[src/rtl/regfile_sched_pkg.sv]
// Shared types and helpers for the register-bank access scheduler.
package regfile_sched_pkg;

  typedef enum logic [2:0] {
    IDLE    = 3'd0,
    WR      = 3'd1,
    RD      = 3'd2,
    RD_CAP  = 3'd3,
    RD_DONE = 3'd4
  } sched_state_t;

  localparam int WR_LATENCY = 1;
  localparam int RD_LATENCY = 3;
  localparam int MAX_REGS   = 16;

  // Out-of-range addresses decode to all-zero so no register is touched.
  function automatic logic [MAX_REGS-1:0] onehot_decode(input int unsigned addr,
                                                        input int unsigned num_regs);
    logic [MAX_REGS-1:0] dec;
    dec = '0;
    if (addr < num_regs && addr < MAX_REGS) dec[addr[3:0]] = 1'b1;
    return dec;
  endfunction

endpackage

[src/rtl/regfile_access_sched_rr_arb2.sv]
// Two-requester round-robin arbiter; requester 0 (write) wins ties after reset.
// Pointer only moves on contested grants, and then points at the loser.
module rr_arb2 (
  input  logic       clk,
  input  logic       reset,
  input  logic [1:0] req,
  input  logic       advance,
  output logic [1:0] grant
);

  logic ptr;

  always_comb begin
    grant = req;
    if (req == 2'b11) grant = ptr ? 2'b10 : 2'b01;
  end

  always_ff @(posedge clk) begin
    if (reset) begin
      ptr <= 1'b0;
    end else if (advance && req == 2'b11) begin
      ptr <= grant[0];
    end
  end

endmodule

[src/rtl/regfile_access_sched.sv]
// Serialises one writer and one reader onto a single-port register bank.
// Write acks 1 cycle after acceptance, read valid 3 cycles after; requests wait in IDLE.
module regfile_access_sched
  import regfile_sched_pkg::*;
#(
  parameter int NUM_REGS = 8,
  parameter int ADDR_W   = 3,
  parameter int DATA_W   = 16
) (
  input  logic                clk,
  input  logic                reset,
  input  logic                wr_req,
  input  logic [ADDR_W-1:0]   wr_addr,
  input  logic [DATA_W-1:0]   wr_data,
  output logic                wr_ack,
  input  logic                rd_req,
  input  logic [ADDR_W-1:0]   rd_addr,
  output logic                rd_valid,
  output logic [DATA_W-1:0]   rd_data,
  output logic [NUM_REGS-1:0] reg_wen,
  output logic [NUM_REGS-1:0] reg_ren,
  output logic [DATA_W-1:0]   reg_wdata,
  input  logic [DATA_W-1:0]   reg_rdata,
  input  logic [NUM_REGS-1:0] reg_err,
  output logic                collision_err,
  output logic                oob_err
);

  sched_state_t          state;
  logic [1:0]            grant;
  logic [NUM_REGS-1:0]   sel_q;
  logic [DATA_W-1:0]     wdata_q;
  logic                  addr_ok_q;
  logic [MAX_REGS-1:0]   acc_dec;
  logic                  acc_ok;
  logic                  err_hit;

  rr_arb2 u_arb (
    .clk     (clk),
    .reset   (reset),
    .req     ({rd_req, wr_req}),
    .advance (state == IDLE),
    .grant   (grant)
  );

  always_comb begin
    acc_dec = onehot_decode(32'(grant[1] ? rd_addr : wr_addr), NUM_REGS);
    acc_ok  = |acc_dec;
  end

  // Only a definite 1 counts; undriven or unknown error lines are ignored.
  always_comb begin
    err_hit = 1'b0;
    for (int i = 0; i < NUM_REGS; i++) begin
      if (reg_err[i] === 1'b1) err_hit = 1'b1;
    end
  end

  always_ff @(posedge clk) begin
    if (reset) begin
      state         <= IDLE;
      sel_q         <= '0;
      wdata_q       <= '0;
      addr_ok_q     <= 1'b0;
      rd_data       <= '0;
      collision_err <= 1'b0;
      oob_err       <= 1'b0;
    end else begin
      if (err_hit) collision_err <= 1'b1;
      case (state)
        IDLE: begin
          if (grant != 2'b00) begin
            sel_q     <= acc_dec[NUM_REGS-1:0];
            addr_ok_q <= acc_ok;
            if (!acc_ok) oob_err <= 1'b1;
            if (grant[0]) begin
              wdata_q <= wr_data;
              state   <= WR;
            end else begin
              state <= RD;
            end
          end
        end
        WR:      state <= IDLE;
        RD:      state <= RD_CAP;
        RD_CAP: begin
          rd_data <= addr_ok_q ? reg_rdata : '0;
          state   <= RD_DONE;
        end
        RD_DONE: state <= IDLE;
        default: state <= IDLE;
      endcase
    end
  end

  // Enables are pure decodes of state, so write and read enables cannot overlap.
  assign reg_wen   = (state == WR) ? sel_q : '0;
  assign reg_ren   = (state == RD || state == RD_CAP) ? sel_q : '0;
  assign reg_wdata = wdata_q;
  assign wr_ack    = (state == WR);
  assign rd_valid  = (state == RD_DONE);

endmodule

[config.mk]
export PLATFORM = sky130hd
export DESIGN_NAME = regfile_access_sched
export DESIGN_NICKNAME = d
export VERILOG_FILES = /design/src/rtl/regfile_sched_pkg.sv /design/src/rtl/regfile_access_sched_rr_arb2.sv /design/src/rtl/regfile_access_sched.sv
export SDC_FILE = /design/constraint.sdc
export NUM_CORES = 1
export LEC_CHECK = 0
export BUFFER_PORTS_ARGS = -buffer_cell sky130_fd_sc_hd__buf_2
export CORE_MARGIN = 2
export CORE_UTILIZATION = 40
export CTS_CLUSTER_DIAMETER = 120
export DETAILED_ROUTE_END_ITERATION = 8
export MAX_ROUTING_LAYER = met4
export PLACE_DENSITY = 0.75
export SLEW_MARGIN = 25
export SYNTH_ARGS = -nofsm -noshare
export SYNTH_HDL_FRONTEND = slang
export SYNTH_SLANG_ARGS = --single-unit
[constraint.sdc]
create_clock -name clk -period 1.4 [get_ports clk]
set_clock_uncertainty 0.05 [all_clocks]
set_input_delay 0.21 -clock clk [delete_from_list [all_inputs] [get_ports clk]]
set_output_delay 0.21 -clock clk [all_outputs]
set_load 0.02 [all_outputs]
==> flow_metrics.env <==
export IMPL_portBuffers=101
export IMPL_power_frac_comb_pct=23.1
export IMPL_yosysMostFrequentCell="dfxtp_1"
export IMPL_powerDensity_nw_per_um2=1005
export IMPL_drtIter0Drc=45
export IMPL_status="complete, but fails checks"
export IMPL_async_flop_share_pct=0
export IMPL_intPower_mw=2.296
export IMPL_grt_first_pass_wirelength_um=7679
export IMPL_sw_frac_of_total_pct=27.77
export IMPL_synth_edf_count=0
export IMPL_drc=0
export IMPL_grt_max_degree=17
export IMPL_yosysTopAreaCell="dfxtp_1"
export IMPL_routed_wl_um=5206
export IMPL_crit_path_end_kind="output pin"
export IMPL_place_ws_ns=-0.2702
export IMPL_cts_made_buffers=5
export IMPL_hp_class="primary input to flop"
export IMPL_grt_use_total_pct=18.63
export IMPL_yosysWarnings=0
export IMPL_fin_ws_ns=-0.2474
export IMPL_syn_num_nets=255
export IMPL_drv_slew=0
export IMPL_clk_insertion_delay_late_ns=0.29
export IMPL_synth_top_area_share_pct=48.86
export IMPL_p_sw_mw=0.8826
export IMPL_synth_area_um2=1926
export IMPL_die_h_um=73.38
export IMPL_drv_cap=0
export IMPL_drive_above_1_share_pct=59.76
export IMPL_htree_levels=2
export IMPL_final_util_pct=67.44
export IMPL_p_total_mw=3.179
export IMPL_ys_flop_type="dfxtp_1"
export IMPL_syn_inst=205
export IMPL_crit_fanout=6
export IMPL_clkPwrFrac_pct=31.3
export IMPL_maxSlewHeadroom_pct=75.21
export IMPL_ir_drop_uv=495.6
export IMPL_cts_tree="built"
export IMPL_synth_seq_cells=47
export IMPL_worstPathRequired_ns=1.14
export IMPL_fin_crit_sh_pct=117.7
export IMPL_globalRoute_totalOverflow=0
export IMPL_vias_per_cell=5.173
export IMPL_clockBufferDepth=2
export IMPL_cts_hold_buf=0
export IMPL_fin_crit_ns=1.647
export IMPL_ioPinCount=102
export IMPL_drtPass1Iterations=4
export IMPL_rsz0062_at_grt="yes"
export IMPL_hold_slack_ns=0.06352
export IMPL_die_area_um2=5385
export IMPL_row_count=25
export IMPL_worstSetupStartpointType="flop"
export IMPL_areaGrowthSynthToFinish_pct=64.33
export IMPL_final_nets=377
export IMPL_grt_antenna_before_repair=0
export IMPL_vias=1976
export IMPL_ant_nets=0
export IMPL_fp_dieW_um=73.38
export IMPL_cts_root_buf="clkbuf_8"
export IMPL_post_drt_wl_per_cell_um=13.63
export IMPL_synth_area_per_cell_um2=9.393
export IMPL_n_antenna_cell=0
export IMPL_pwr_share_seq_pct=45.6
export IMPL_fmax_ghz=0.6070
export IMPL_violations="setup timing"
export IMPL_synth_seq_area_share_pct=48.86
export IMPL_initial_core_util_pct=41.04
export IMPL_grt_pass1_vias=1731
export IMPL_crit_type="flop to output pin"
export IMPL_fillers=381
export IMPL_setup_viol=43
export IMPL_gp_congestion=0.7701
export IMPL_worstPathArrival_ns=1.39
export IMPL_worst_pin_slew_ns=0.3715
export IMPL_synth_common_cells="47 x dfxtp_1, 24 x a22o_1, 21 x nand2_1, 19 x nand3_1, 17 x a21oi_1"
export IMPL_p_leak_nw=1.508
export IMPL_synth_area_leaders="dfxtp_1 49%, a22o_1 11%, and2_1 5.2%, nand3_1 4.9%, a21oi_1 4.4%"
export IMPL_hold_viol=0
export IMPL_clk_pin_slew_ns=0.09
export IMPL_cts_sinks=47
export IMPL_ys_types=31
export IMPL_hpwl_um=3376
export IMPL_core_um2=4692
==> cell families after synthesis <==
group	synth area share, %
xor+xnor	0.4549
compound gates	17.09
buf+inv	3.638
mux	4.224
flops	48.86
simple gates	25.73
==> per-layer routing <==
layer  routed length, um  share of wire (%)  vias up  global-route usage, %
li1                    -                  -      973                      -
met1                2263                 43      926                  21.68
met3                 326                6.3        9                  4.527
met4                  74                1.4        0                  5.455
met2                2542                 49       68                  31.83
met5                   0                  0        -                      -
==> sequential cells by signal (all words and copies together), names as in the netlist <==
name,count
addr_ok_q,1
collision_err,1
oob_err,1
rd_data,16
reg_wdata,16
sel_q,8
state,3
u_arb.ptr,1
==> layout make-up <==
class	instances	area (um^2)	area share (%)
clock buffers	5	68.82	2.175
clock inverters	3	46.29	1.463
inverters	2	10.01	0.3163
multi-input cells	145	1130	35.71
flip-flops and latches	47	944.7	29.85
well taps	54	67.56	2.135
repair buffers	126	897.1	28.35
==> critical path, stage by stage, from the launching register on <==
cell and delay (ns):
dfxtp_2 0.33, buf_6 0.13, nor3b_4 0.24, buf_6 0.15, and2_4 0.14, buf_6 0.11
==> placed cells by master, fill, tap and decap left out, types with 3 or more instances in the layout <==
cell      instances
nand3_2           3
nand2_1           5
nand3b_1          7
nand2_2          11
mux2i_1           7
nor3_1            4
buf_6            27
a22o_1           24
buf_4            11
nand2_4           5
clkbuf_8          5
buf_2            83
dfxtp_1          44
a21oi_1           8
dfxtp_2           3
and2_4           16
nor2_1           10
a21oi_2           9
nand3_1          15
==> path summary, 6_finish.rpt <==
| check | startpoint | to | slack (ns) | cells past startpoint |
|---|---|---|---|---|
| hold / removal | reg_rdata[1] | rd_data[1] | 0.06 | 2 |
| setup reg to reg | state[1] | sel_q[5] | -0.22 | 7 |
| hold reg to reg | reg_wdata[0] | reg_wdata[0] | 0.41 | 2 |
| setup / recovery | state[1] | reg_wen[3] | -0.25 | 5 |
==> stage by stage <==
step / TNS, ns / cells / cell area (um^2)
3_5_place_dp: -4.981 / 364 / 2567
3_3_place_gp: -3.653 / 364 / 2567
2_1_floorplan: 0 / 205 / 1944
4_1_cts: -5.133 / 378 / 2922
5_1_grt: -10.50 / 382 / 3164
6_report: -7.560 / 382 / 3164
==> timing repair <==
item                                    4_1_cts  5_1_grt
setup buffers                                 6        3
endpoints found under the setup margin       58       46
pin swaps                                    17       14
resized for setup                            63       59
endpoints found under the hold margin         0        0
cloned                                        1        2
==> power by group through the flow <==
stage / combinational [mW] / sequential (mW) / clock, mW
6_report: 0.736 / 1.45 / 0.994
5_1_grt: 0.795 / 1.46 / 1.07
4_1_cts: 0.597 / 1.44 / 1.01
3_5_place_dp: 0.526 / 1.47 / 0
3_3_place_gp: 0.518 / 1.46 / 0
2_1_floorplan: 0.250 / 1.52 / 0
Power figures use the tool's default switching activity.
